==> src/rtl/brisc_pkg.sv <==
// Shared types and constants for the brisc core, including the data cache.
package brisc_pkg;

    localparam int LINE_BITS   = 128;
    localparam int LINE_BYTES  = LINE_BITS / 8;
    localparam int OFFSET_BITS = $clog2(LINE_BYTES);

    // Default cache geometry used by the packed line type below.
    localparam int DCACHE_ADDR_BITS  = 32;
    localparam int DCACHE_INDEX_BITS = 2;
    localparam int DCACHE_TAG_BITS   = DCACHE_ADDR_BITS - DCACHE_INDEX_BITS - OFFSET_BITS;

    typedef enum logic {
        BYTE = 1'b0,
        WORD = 1'b1
    } data_size_e;

    typedef enum logic [1:0] {
        IDLE      = 2'd0,
        WRITEBACK = 2'd1,
        REFILL    = 2'd2
    } dcache_state_e;

    typedef struct packed {
        logic                       valid;
        logic                       dirty;
        logic [DCACHE_TAG_BITS-1:0] tag;
        logic [LINE_BITS-1:0]       data;
    } dcache_line_t;

endpackage

==> src/rtl/dcache_miss_fsm.sv <==
// Miss sequencer for the data cache: optional dirty-victim writeback followed
// by a line refill, driving the memory arbiter line interface from registers.
module dcache_miss_fsm
    import brisc_pkg::dcache_state_e, brisc_pkg::IDLE, brisc_pkg::WRITEBACK, brisc_pkg::REFILL;
#(
    parameter int ADDRESS_WIDTH = 32,
    parameter int LINE_BITS     = 128
) (
    input  logic                     clk,
    input  logic                     reset,
    input  logic                     start,
    input  logic                     victim_dirty,
    input  logic [ADDRESS_WIDTH-1:0] victim_addr,
    input  logic [LINE_BITS-1:0]     victim_data,
    input  logic [ADDRESS_WIDTH-1:0] refill_addr,
    input  logic                     mem_ack,
    output dcache_state_e            state,
    output logic                     mem_req,
    output logic                     mem_we,
    output logic [ADDRESS_WIDTH-1:0] mem_addr,
    output logic [LINE_BITS-1:0]     mem_wdata,
    output logic                     wb_done,
    output logic                     refill_done
);

    // Refill target captured at miss detection so it survives the writeback
    // even if the requester drops its request meanwhile.
    logic [ADDRESS_WIDTH-1:0] pending_addr;

    // Acks only count while a request is actually outstanding.
    assign wb_done     = mem_req && mem_ack && (state == WRITEBACK);
    assign refill_done = mem_req && mem_ack && (state == REFILL);

    // State register and registered memory-side outputs.
    always_ff @(posedge clk) begin
        if (reset) begin
            state        <= IDLE;
            mem_req      <= 1'b0;
            mem_we       <= 1'b0;
            mem_addr     <= '0;
            mem_wdata    <= '0;
            pending_addr <= '0;
        end else begin
            case (state)
                IDLE: begin
                    if (start) begin
                        pending_addr <= refill_addr;
                        mem_req      <= 1'b1;
                        if (victim_dirty) begin
                            state     <= WRITEBACK;
                            mem_we    <= 1'b1;
                            mem_addr  <= victim_addr;
                            mem_wdata <= victim_data;
                        end else begin
                            state    <= REFILL;
                            mem_we   <= 1'b0;
                            mem_addr <= refill_addr;
                        end
                    end
                end
                WRITEBACK: begin
                    if (mem_ack) begin
                        state    <= REFILL;
                        mem_we   <= 1'b0;
                        mem_addr <= pending_addr;
                    end
                end
                REFILL: begin
                    if (mem_ack) begin
                        state   <= IDLE;
                        mem_req <= 1'b0;
                        mem_we  <= 1'b0;
                    end
                end
                default: begin
                    state   <= IDLE;
                    mem_req <= 1'b0;
                    mem_we  <= 1'b0;
                end
            endcase
        end
    end

endmodule

==> src/rtl/dcache.sv <==
// Direct-mapped, write-back, write-allocate data cache for the MEM stage.
// Hits complete in the request cycle; misses are handed to dcache_miss_fsm.
module dcache
    import brisc_pkg::data_size_e, brisc_pkg::BYTE, brisc_pkg::dcache_state_e, brisc_pkg::IDLE;
#(
    parameter int NUM_LINES     = 4,
    parameter int LINE_BITS     = 128,
    parameter int ADDRESS_WIDTH = 32,
    parameter int XLEN          = 32
) (
    input  logic                     clk,
    input  logic                     reset,
    input  logic                     load_req,
    input  logic                     store_req,
    input  logic [ADDRESS_WIDTH-1:0] addr,
    input  logic [XLEN-1:0]          store_data,
    input  data_size_e               data_size,
    output logic [XLEN-1:0]          load_data,
    output logic                     hit,
    output logic                     stall,
    output logic                     mem_req,
    output logic                     mem_we,
    output logic [ADDRESS_WIDTH-1:0] mem_addr,
    output logic [LINE_BITS-1:0]     mem_wdata,
    input  logic                     mem_ack,
    input  logic [LINE_BITS-1:0]     mem_rdata
);

    localparam int OFF   = brisc_pkg::OFFSET_BITS;
    localparam int IDX   = $clog2(NUM_LINES);
    localparam int TAGW  = ADDRESS_WIDTH - OFF - IDX;
    localparam int WSEL  = $clog2(LINE_BITS / XLEN);

    logic [NUM_LINES-1:0] valid_q;
    logic [NUM_LINES-1:0] dirty_q;
    logic [TAGW-1:0]      tag_q  [NUM_LINES];
    logic [LINE_BITS-1:0] data_q [NUM_LINES];

    logic [IDX-1:0]       idx;
    logic [TAGW-1:0]      req_tag;
    logic [WSEL-1:0]      word_sel;
    logic [1:0]           byte_sel;
    logic                 line_hit;
    logic                 in_idle;
    logic                 store_done;
    logic                 load_done;
    logic                 miss_start;

    logic [LINE_BITS-1:0] cur_line;
    logic [XLEN-1:0]      cur_word;
    logic [7:0]           cur_byte;
    logic [XLEN-1:0]      new_word;
    logic [LINE_BITS-1:0] new_line;

    dcache_state_e            state;
    logic                     wb_done;
    logic                     refill_done;
    logic [IDX-1:0]           fill_idx;
    logic [TAGW-1:0]          fill_tag;
    logic [ADDRESS_WIDTH-1:0] victim_addr;
    logic [ADDRESS_WIDTH-1:0] refill_addr;

    assign idx      = addr[OFF +: IDX];
    assign req_tag  = addr[ADDRESS_WIDTH-1 -: TAGW];
    assign word_sel = addr[2 +: WSEL];
    assign byte_sel = addr[1:0];

    assign in_idle  = (state == IDLE);
    assign line_hit = valid_q[idx] && (tag_q[idx] == req_tag);

    // A store wins over a simultaneous load; the load waits a cycle.
    assign store_done = !reset && store_req && in_idle && line_hit;
    assign load_done  = !reset && load_req && !store_req && in_idle && line_hit;
    assign miss_start = !reset && (load_req || store_req) && in_idle && !line_hit;

    assign hit   = store_done || load_done;
    assign stall = !reset && ((store_req && !store_done) || (load_req && !load_done));

    assign victim_addr = {tag_q[idx], idx, {OFF{1'b0}}};
    assign refill_addr = {req_tag, idx, {OFF{1'b0}}};

    // The refill address sitting on mem_addr names the line being installed.
    assign fill_idx = mem_addr[OFF +: IDX];
    assign fill_tag = mem_addr[ADDRESS_WIDTH-1 -: TAGW];

    // Read the addressed word/byte and build the line image after a store.
    always_comb begin
        int word_base;
        word_base = int'(word_sel) * XLEN;
        cur_line  = data_q[idx];
        cur_word  = cur_line[word_base +: XLEN];
        cur_byte  = cur_word[int'(byte_sel) * 8 +: 8];
        new_word  = cur_word;
        if (data_size == BYTE) begin
            new_word[int'(byte_sel) * 8 +: 8] = store_data[7:0];
        end else begin
            new_word = store_data;
        end
        new_line = cur_line;
        new_line[word_base +: XLEN] = new_word;
    end

    // Load result is only driven for a completing load, zero otherwise.
    always_comb begin
        load_data = '0;
        if (load_done) begin
            if (data_size == BYTE) begin
                load_data = {{(XLEN-8){1'b0}}, cur_byte};
            end else begin
                load_data = cur_word;
            end
        end
    end

    // Valid and dirty bits: refill installs clean, writeback cleans, store dirties.
    always_ff @(posedge clk) begin
        if (reset) begin
            valid_q <= '0;
            dirty_q <= '0;
        end else if (refill_done) begin
            valid_q[fill_idx] <= 1'b1;
            dirty_q[fill_idx] <= 1'b0;
        end else if (wb_done) begin
            dirty_q[fill_idx] <= 1'b0;
        end else if (store_done) begin
            dirty_q[idx] <= 1'b1;
        end
    end

    // Tag and data arrays carry no reset; valid bits guard their contents.
    always_ff @(posedge clk) begin
        if (!reset) begin
            if (refill_done) begin
                tag_q[fill_idx]  <= fill_tag;
                data_q[fill_idx] <= mem_rdata;
            end else if (store_done) begin
                data_q[idx] <= new_line;
            end
        end
    end

    dcache_miss_fsm #(
        .ADDRESS_WIDTH(ADDRESS_WIDTH),
        .LINE_BITS    (LINE_BITS)
    ) u_miss_fsm (
        .clk         (clk),
        .reset       (reset),
        .start       (miss_start),
        .victim_dirty(valid_q[idx] && dirty_q[idx]),
        .victim_addr (victim_addr),
        .victim_data (cur_line),
        .refill_addr (refill_addr),
        .mem_ack     (mem_ack),
        .state       (state),
        .mem_req     (mem_req),
        .mem_we      (mem_we),
        .mem_addr    (mem_addr),
        .mem_wdata   (mem_wdata),
        .wb_done     (wb_done),
        .refill_done (refill_done)
    );

endmodule

==> config.mk <==
export PLATFORM = sky130hd
export DESIGN_NAME = dcache
export DESIGN_NICKNAME = d
export VERILOG_FILES = /design/src/rtl/brisc_pkg.sv /design/src/rtl/dcache_miss_fsm.sv /design/src/rtl/dcache.sv
export SDC_FILE = /design/constraint.sdc
export NUM_CORES = 1
export LEC_CHECK = 0
export CORE_MARGIN = 2
export CORE_UTILIZATION = 50
export DETAILED_ROUTE_END_ITERATION = 10
export GPL_TIMING_DRIVEN = 0
export PLACE_DENSITY = 0.72
export RECOVER_POWER = 100
export SLEW_MARGIN = 10
export SYNTH_ARGS = -nofsm -noshare
export SYNTH_HDL_FRONTEND = slang
export SYNTH_SLANG_ARGS = --single-unit
==> constraint.sdc <==
create_clock -name clk -period 25.6 [get_ports clk]
set_input_delay 6.4 -clock clk [delete_from_list [all_inputs] [get_ports clk]]
set_output_delay 6.4 -clock clk [all_outputs]
set_load 0.05 [all_outputs]
# --- Word-level counts from Yosys, hierarchy flattened ---
# Memories as Yosys holds them, arrays and structs flattened.
# Index checks and enable logic that the tools add are counted.
word_totals:
  ram_bits: 616
  regBits: 200
  input_bits: 198
  output_inout_bits: 196
  n_memories: 2
  word_cells: 114
classes:
  n_shift: 6
  addsub: 2
  order_cmp: 4
  n_reduce_logical: 39
  n_eq_ne: 7
  muxes: 41
  bitwise_logic: 5
memory_table:
  columns: ["name", "words", "width", "rd", "rd_ports_with_merged_regs", "wr", "line_no", "source"]
  rows:
  - ["data_q", 4, 128, 1, 0, 1, "dcache.sv:37", "logic [LINE_BITS-1:0] data_q [NUM_LINES];"]
  - ["tag_q", 4, 26, 1, 0, 1, "dcache.sv:36", "logic [TAGW-1:0] tag_q [NUM_LINES];"]
op_table:
  columns: ["cell", "n"]
  rows:
  - ["two-way mux 32 bit", 6]
  - ["bitwise mux 128 bit", 1]
  - ["two-way mux 128 bit", 1]
  - ["OR reduction 128 bit", 1]
  - ["variable shift 32 x 33 -> 128 bit (first input constant)", 1]
  - ["variable part select 128 x 8 -> 32 bit", 1]
  - ["variable part select 32 x 33 -> 128 bit", 1]
  - ["one-hot mux 32 bit (2 select lines)", 1]
  - ["negation 5 -> 33 bit", 1]
  - ["negation 7 -> 33 bit", 1]
  - ["variable shift 8 x 33 -> 32 bit (first input constant)", 1]
  - ["variable part select 8 x 33 -> 32 bit", 1]
  - ["bitwise mux 32 bit", 1]
  - ["variable part select 32 x 6 -> 8 bit", 1]
  - ["== test 26 bit", 1]
  - ["logical AND 1 bit", 20]
  - ["two-way mux 1 bit", 16]
  - ["two-way mux 4 bit", 3]
  - ["AND reduction 3 bit", 4]
  - ["two-way mux 2 bit", 5]
  - ["bitwise OR 4 bit", 2]
  - ["less-than comparator 2 x 3 -> 1 bit (second input constant)", 2]
  - ["one-hot mux 2 bit (3 select lines)", 1]
  - ["zero test 1 bit", 5]
  - ["other kinds (18)", 26]

# --- Logic depth before layout (Yosys ltp) ---
# Gate-level depths: netlist of the first run.
depth:
  word_depth: 10
  depth_mapped: 13
  ltp_nobuf: 9

# --- By module ---
# From an unflattened synthesis of the first run, not the netlist that was laid out.
unflattened:
  hier_cells: 2826
  area_unflattened_um2: 37717.4
modules_own_cells:
  columns: ["mod", "seq_area_each_um2", "n_inst", "cells_per_inst", "area_per_inst_um2"]
  rows:
  - ["dcache", 18657.9, 1, 1914, 30295.3]
  - ["dcache_miss_fsm", 3923.8, 1, 912, 7422.1]

# --- Worst setup path after synthesis of the first run ---
# OpenSTA, ideal clock, no wires.
synth_timing:
  path_kind: "input -> register"
  start: "input addr[4]"
  end: "memory data_q[3][0] (enable)"
  path_slack_ns: 7.159
  stages: 11
  t_arrival_ns: 17.649
  setup_ns: 0.792
  n_path_buf: 4
  path_cell_list: "buf_2 mux4_2 xnor2_1 nand3_1 nor4_1 and4_1 buf_2 buf_4 clkbuf_1 nand4_1 o21ai_0"
synth_between:
  elab_chain_len: 10
  word_cells_on_any_way: 13
  cone_classes: "eq/ne: 1; mux: 8; reduce/logical: 3; memory: 1"
synth_rtl:
  columns: ["item", "line_no", "source"]
  rows:
  - ["start, declared", "dcache.sv:15", "input logic [ADDRESS_WIDTH-1:0] addr,"]
  - ["memory (4 x 26 bit) or binary-select mux 1 bit (select 2 bit) (tied branches)", null, null]
  - ["== test 26 bit or two-way mux 1 bit (tied branches)", "dcache.sv:69", "assign line_hit = valid_q[idx] && (tag_q[idx] == req_tag);"]
  - ["logical AND 1 bit", "dcache.sv:69", null]
  - ["logical AND 1 bit", "dcache.sv:72", "assign store_done = !reset && store_req && in_idle && line_hit;"]
  - ["two-way mux 1 bit", "dcache.sv:136", "end else if (store_done) begin"]
  - ["two-way mux 1 bit", "dcache.sv:133", "if (refill_done) begin"]
  - ["two-way mux 1 bit", "dcache.sv:132", "if (!reset) begin"]
  - ["two-way mux 1 bit (implied by the code)", "dcache.sv:137", "data_q[idx] <= new_line;"]
  - ["OR reduction 128 bit (no source line)", null, null]
  - ["two-way mux 2 bit (no source line) or two-way mux 1 bit (tied branches)", null, null]
  - ["end, declared", "dcache.sv:37", null]
# Several ways; a longest one is shown, not always the timed one. The select of a mux whose other input is x is not followed.

# --- Worst setup path after layout of the first run ---
layout_timing:
  start: "input addr[4]"
  end: "output load_data[11]"
layout_between:
  elab_chain_len: 5
  word_cells_on_any_way: 10
  cone_classes: "eq/ne: 1; shift: 1; mux: 4; reduce/logical: 2; memory: 2"
layout_rtl:
  columns: ["item", "line_no", "source"]
  rows:
  - ["branches (longest 4 deep; another with memory (4 x 128 bit))", null, null]
  - ["two-way mux 32 bit (*)", "dcache.sv:106", "if (load_done) begin"]
  - ["end, declared", "dcache.sv:18", "output logic [XLEN-1:0] load_data,"]
# Every way passes the cells marked *. The select of a mux whose other input is x is not followed.

==> impl_metrics.env, run 1 <==
export IMPL_outcome="finished, violations left"
export IMPL_violations="max-capacitance violations, max-slew violations"
export IMPL_powerDensity_nw_per_um2=68.5
export IMPL_ys_seq_elements=812
export IMPL_hold_start="valid_q[3]"
export IMPL_cts_hold_buffers=0
export IMPL_postCtsSetupBuffers=0
export IMPL_gp_congestion=0.965
export IMPL_reg2reg_from="tag_q[3][8]"
export IMPL_hold_viol=0
export IMPL_first_pass_iters=6
export IMPL_start_util=0.504
export IMPL_fin_tns_setup_ps=0
export IMPL_synth_seq_area_share=0.625
export IMPL_yosysTopAreaCell="edfxtp_1"
export IMPL_synth_area_top_cells="edfxtp_1 52%, mux4_2 11%, dfxtp_1 11%"
export IMPL_endpoint_kind="output port"
export IMPL_synth_top_family_by_area="multiplexers"
export IMPL_core_area_um2=71200
export IMPL_finalSetupViolations=0
export IMPL_critPathMaxStageDelay_ps=1150
export IMPL_drtIter0Drc=4000
export IMPL_peakVddDrop_uv=41.2
export IMPL_worstPathRequired_ps=19200
export IMPL_io_pin_count=394
export IMPL_clock_latency_ps=660
export IMPL_yosysWarnings=0
export IMPL_finalPower_w=0.00300
export IMPL_synth_edff_count=616
export IMPL_synthMuxAreaShare=0.173
export IMPL_route_detailed_drc=0
export IMPL_track_usage=0.356
export IMPL_holdWs_ps=455
export IMPL_path_common_cell="clkbuf_1"
export IMPL_clockRootBuffer="clkbuf_16"
export IMPL_hold_path_class="register to register"
export IMPL_path_cells="clkbuf_1 -> clkbuf_1 -> mux4_2 -> xnor2_1 -> nand2_1 -> a21oi_1 -> nand4_1 -> nor4_1 -> buf_4 -> clkbuf_1 -> and2_1 -> dlygate4sd3_1"
export IMPL_start_kind="primary input"
export IMPL_grt_met2_usage=0.567
export IMPL_fmax_mhz=51.4
export IMPL_crit_fanout=10
export IMPL_async_flop_share=0
export IMPL_path_clk_slew_ps=60
export IMPL_layout_min_cycle_time_ps=19460
export IMPL_dp_hpwl_mm=97.7
export IMPL_synth_area_um2=35900
export IMPL_timing_max_cap_violations=9
export IMPL_place_area_um2=41600
export IMPL_die_h_um=272
export IMPL_antenna_found_initial=11
export IMPL_synth_top_cell_area_share=0.515
export IMPL_synth_xor_area_share=0.00732
export IMPL_fin_area_um2=43800
export IMPL_slew_viol_final=240
export IMPL_drive_above_1_share=0.137
export IMPL_row_count=98
export IMPL_synthCells=2455
export IMPL_die_x_um=272
export IMPL_min_period_over_period=0.760
export IMPL_synth_compound_area_frac=0.0945
export IMPL_yosysMostFrequentCell="edfxtp_1"
export IMPL_grt_overflow=0
export IMPL_use_met3=0.0834
export IMPL_final_cells=3982
export IMPL_synth_distinct_cells=58
export IMPL_yosys_area_share_simple=0.0533
export IMPL_synthFlopType="edfxtp_1"
export IMPL_synth_adder_area_share=0.00453
export IMPL_viasPerCell=6.78
export IMPL_cts_resized=0
export IMPL_skew_ps=39.4
export IMPL_dp_cells=3823
export IMPL_synth_avg_cell_area_um2=14.6
export IMPL_crit_family="buffers and inverters"
export IMPL_grt_setup_unrepaired="no"
export IMPL_synth_commonest_cells="616 x edfxtp_1, 196 x dfxtp_1, 182 x mux4_2"
export IMPL_wire_per_inst_um=33.6
export IMPL_htreeDepth=3
export IMPL_cp_arrival_ps=13060
export IMPL_grt_pass1_wl_mm=187
export IMPL_via_count=27000
export IMPL_slew_headroom=-1.50
export IMPL_cp_slowest_cell="nor4_1"
export IMPL_cts_buffer_depth=3
export IMPL_die_area_um2=73900
export IMPL_areaGrowthSynthToFinish_pct=21.9
export IMPL_p_leak_nw=15.6
export IMPL_critical_path_buf_inv_count=5
export IMPL_cts_tree="done"
export IMPL_num_nets_final=3169
export IMPL_crit_type="primary input to output port"
export IMPL_postRouteAntennaNets=0
export IMPL_grt_max_degree=51
export IMPL_grt_pass1_vias=26700
export IMPL_top_usage_layer="met2"
export IMPL_cts_sinks=812
export IMPL_numCtsBuffers=83
export IMPL_tightest_slew_ps=3750
export IMPL_portBuffers=385
export IMPL_wl_mm=134
export IMPL_use_met1=0.456
export IMPL_critical_path_startpoint="addr[4]"
-- sequential cells by signal, summed over array words and instances, names as in the netlist --
name,flops
u_miss_fsm.pending_addr,28
u_miss_fsm.mem_addr,28
data_q,512
u_miss_fsm.mem_wdata,128
u_miss_fsm.mem_we,1
valid_q,4
u_miss_fsm.mem_req,1
u_miss_fsm.state,2
tag_q,104
dirty_q,4
-- final cells by class --
type                            count  area [um2]
Fill cell                        5391       27500
Sequential cell                   812       22400
Multi-Input combinational cell   1285       11900
Timing Repair Buffer              415        3970
Clock buffer                      113        2290
Tap cell                          950        1190
Buffer                            217         863
Inverter                          144         541
Clock inverter                     42         520
Antenna cell                        4        10.0
-- cell usage in the layout, fill, tap and decap left out, drive strengths merged, types with 21 or more instances in the layout --
| cell type | instances |
|---|---|
| a31o | 64 |
| nor4 | 68 |
| o22ai | 128 |
| dfxtp | 196 |
| mux2 | 131 |
| inv | 147 |
| o311ai | 96 |
| nand2 | 155 |
| a21oi | 38 |
| buf | 39 |
| dlygate4sd3 | 191 |
| mux4 | 182 |
| clkdlybuf4s50 | 194 |
| nand4 | 39 |
| o21ai | 105 |
| mux2i | 62 |
| clkbuf | 321 |
| and2 | 27 |
| nand2b | 24 |
| edfxtp | 616 |
| clkinv | 26 |
| nor2 | 21 |
| xnor2 | 28 |
-- cells by family (layout without fill, tap and decap cells) --
kind of cell,count (synthesis),count (layout)
and+or+nand+nor,376,376
xor gates and xnor gates,30,30
adders and majority gates,13,13
AOI/OAI and AO/OA,487,487
other,1,8
DFF,812,812
muxes,375,375
buffers and inverters,361,931
-- power breakdown --
group	leakage (nW)	total, W	internal [W]	switching [W]
clock network	1.36	0.00126	0.000719	0.000541
logic	7.04	0.000291	0.000105	0.000186
registers	7.17	0.00144	0.00143	0.0000116
total	15.6	0.00300	0.00226	0.000738
-- through the flow --
| step | setup WS [ps] | utilization |
|---|---|---|
| floorplan | 7160 | - |
| global placement | -2690 | 0.575 |
| detailed placement | 7510 | 0.585 |
| CTS | 7470 | 0.624 |
| global route | 5930 | 0.614 |
| finish | 6140 | 0.614 |
-- metal layers --
| metal | share of wire | wire, um | vias to the layer above |
|---|---|---|---|
| met5 | 0.00042 | 56 | - |
| met4 | 0.068 | 9040 | 10 |
| met3 | 0.12 | 16700 | 552 |
| met2 | 0.46 | 61100 | 2273 |
| met1 | 0.35 | 46900 | 13400 |
| li1 | - | - | 10800 |
-- path summary, 6_finish.rpt --
kind,to,slack (ps),cells after the start
setup / recovery,load_data[11],6140,12
hold / removal,valid_q[3],460,1
setup reg to reg,data_q[1][112],15140,13
hold reg to reg,valid_q[3],460,1
Note: power is estimated with default switching activity, not from simulation.
==> run 2: changes to the inputs <==
--- a/config.mk
+++ b/config.mk
@@ -9,7 +9,7 @@
 export CORE_UTILIZATION = 50
 export DETAILED_ROUTE_END_ITERATION = 10
 export GPL_TIMING_DRIVEN = 0
-export PLACE_DENSITY = 0.72
+export PLACE_DENSITY = 0.75
 export RECOVER_POWER = 100
 export SLEW_MARGIN = 10
 export SYNTH_ARGS = -nofsm -noshare
==> constraint.sdc (replaced) <==
create_clock -name clk -period 17.2 [get_ports clk]
set_input_delay 4.3 -clock clk [delete_from_list [all_inputs] [get_ports clk]]
set_output_delay 4.3 -clock clk [all_outputs]
set_load 0.05 [all_outputs]
==> impl_metrics.env, run 2 (synthesis gave the netlist of run 1 again) <==
export IMPL_worstPathRequired_ps=17460
export IMPL_via_count=26900
export IMPL_path_common_cell="clkbuf_1"
export IMPL_cts_tree="done"
export IMPL_critical_path_buf_inv_count=8
export IMPL_holdPathStages=1
export IMPL_row_count=98
export IMPL_gp_congestion=0.948
export IMPL_nFillCells=5235
export IMPL_die_area_um2=73900
export IMPL_first_pass_iters=7
export IMPL_grt_overflow=0
export IMPL_grt_max_degree=46
export IMPL_htreeDepth=3
export IMPL_crit_family="buffers and inverters"
export IMPL_power_frac_seq=0.480
export IMPL_dp_hpwl_mm=94.6
export IMPL_wl_mm=130
export IMPL_path_clk_slew_ps=60
export IMPL_p_int_w=0.00339
export IMPL_crit_fanout=21
export IMPL_switching_share=0.242
export IMPL_clockRootBuffer="clkbuf_16"
export IMPL_clock_latency_ps=670
export IMPL_slew_viol_final=352
export IMPL_holdWs_ps=469
export IMPL_endpoint_kind="register"
export IMPL_cp_slowest_cell="o21ai_0"
export IMPL_fin_ws_ps=2160
export IMPL_power_share_clock=0.424
export IMPL_path_cells="clkbuf_1 -> clkbuf_1 -> mux4_2 -> xnor2_1 -> nand2_1 -> a21oi_1 -> and4_1 -> clkbuf_1 -> clkbuf_1 -> clkbuf_1 -> nand4_1 -> o21ai_0 -> clkbuf_1 -> clkbuf_1 -> clkbuf_1"
export IMPL_peakVddDrop_uv=90.4
export IMPL_critPathMaxStageDelay_ps=2520
export IMPL_cts_sinks=812
export IMPL_final_cells=3980
export IMPL_die_h_um=272
export IMPL_reg_largest_list="data_q (512), u_miss_fsm.mem_wdata (128), tag_q (104)"
export IMPL_die_x_um=272
export IMPL_powerDensity_nw_per_um2=102
export IMPL_numCtsBuffers=86
export IMPL_skew_ps=38.5
export IMPL_largest_reg_flops=512
export IMPL_drive_above_1_share=0.139
export IMPL_finalSetupViolations=0
export IMPL_min_period_over_period=0.875
export IMPL_crit_type="primary input to register"
export IMPL_cts_buffer_depth=3
export IMPL_fmax_mhz=66.5
export IMPL_cp_arrival_ps=15300
export IMPL_timing_max_cap_violations=14
export IMPL_grt_pass1_wl_mm=183
export IMPL_tightest_slew_ps=3300
export IMPL_preCtsSetupSlack_ps=3540
export IMPL_portBuffers=385
export IMPL_io_pin_count=394
export IMPL_dp_cells=3820
export IMPL_slew_headroom=-1.23
export IMPL_layout_min_cycle_time_ps=15040
export IMPL_start_util=0.504
export IMPL_cts_hold_buffers=0
export IMPL_p_leak_nw=15.6
export IMPL_seqCellArea_um2=22400
export IMPL_start_kind="primary input"
export IMPL_viasPerCell=6.76
export IMPL_num_nets_final=3169
export IMPL_multi_input_area_um2=11900
export IMPL_cts_resized=0
export IMPL_antenna_found_initial=10
export IMPL_switchingPower_w=0.00108
export IMPL_wire_per_inst_um=32.7
export IMPL_violations="max-capacitance violations, max-slew violations"
export IMPL_route_detailed_drc=0
export IMPL_largest_register="data_q"
export IMPL_reg2regPathDepth=13
export IMPL_core_area_um2=71200
export IMPL_cp_depth=15
export IMPL_final_cell_mix="616 x edfxtp_1, 223 x clkbuf_1, 196 x dfxtp_1, 193 x clkdlybuf4s50_1, 192 x dlygate4sd3_1"
export IMPL_postRouteAntennaNets=0
export IMPL_track_usage=0.347
export IMPL_postCtsSetupBuffers=0
export IMPL_layout_commonest_cell="edfxtp_1"
export IMPL_grt_pass1_vias=26700
export IMPL_hold_path_class="register to register"
export IMPL_outcome="finished, violations left"
export IMPL_combPwrFrac=0.096
export IMPL_grt_setup_unrepaired="no"
export IMPL_drtIter0Drc=4085
export IMPL_areaGrowthSynthToFinish_pct=22.1
export IMPL_hold_viol=0
[run 2: changes by cell type in the layout (fill, tap and decap cells not counted), sizes merged, moves of 2 or more]
cell and delta:
clkinvlp -3, clkbuf +2, clkinv +6, inv -3, diode -3
[run 2: path summary, 6_finish.rpt]
kind | to | start | slack (ps)
worst min register to register | valid_q[2] | valid_q[2] | 470
worst min-delay path | valid_q[2] | valid_q[2] | 470
worst max-delay path | data_q[3][45] | addr[4] | 2160
worst max register to register | data_q[3][45] | tag_q[2][8] | 6520
[run 2: power by group through the flow]
stage / registers (W) / logic, W / clock network [W]
2_1_floorplan: 0.00221 / 0.000210 / 0
3_3_place_gp: 0.00219 / 0.000412 / 0
3_5_place_dp: 0.00219 / 0.000423 / 0
6_report: 0.00215 / 0.000430 / 0.00190
4_1_cts: 0.00215 / 0.000425 / 0.00190
5_1_grt: 0.00215 / 0.000443 / 0.00197
[run 2: cell type report]
cell class	instances	share of cell area
antenna	1	0.0000571
buffer	217	0.0197
clock buffer	117	0.0548
clock inverter	42	0.0113
inverter	144	0.0123
multi-input combinational	1285	0.273
sequential	812	0.512
tap	950	0.0271
timing repair buffer	412	0.0903
[run 2: stage by stage]
step | setup TNS (ps) | utilization | cell area [um2] | power, W
final | 0 | 0.615 | 43800 | 0.00448
after global routing | 0 | 0.615 | 43800 | 0.00457
after CTS | 0 | 0.624 | 44400 | 0.00447
after detailed placement | 0 | 0.583 | 41500 | 0.00261
after global placement | -3301210 | 0.575 | 40900 | 0.00260
after floorplan | 0 | - | 35900 | 0.00242
[run 2: per-layer routing]
layer | GRT usage | vias up | wire [um]
li1 | - | 10700 | -
met1 | 0.434 | 13200 | 44400
met5 | 0 | - | 72
met3 | 0.103 | 601 | 17300
met2 | 0.534 | 2372 | 58100
met4 | 0.214 | 14 | 10200
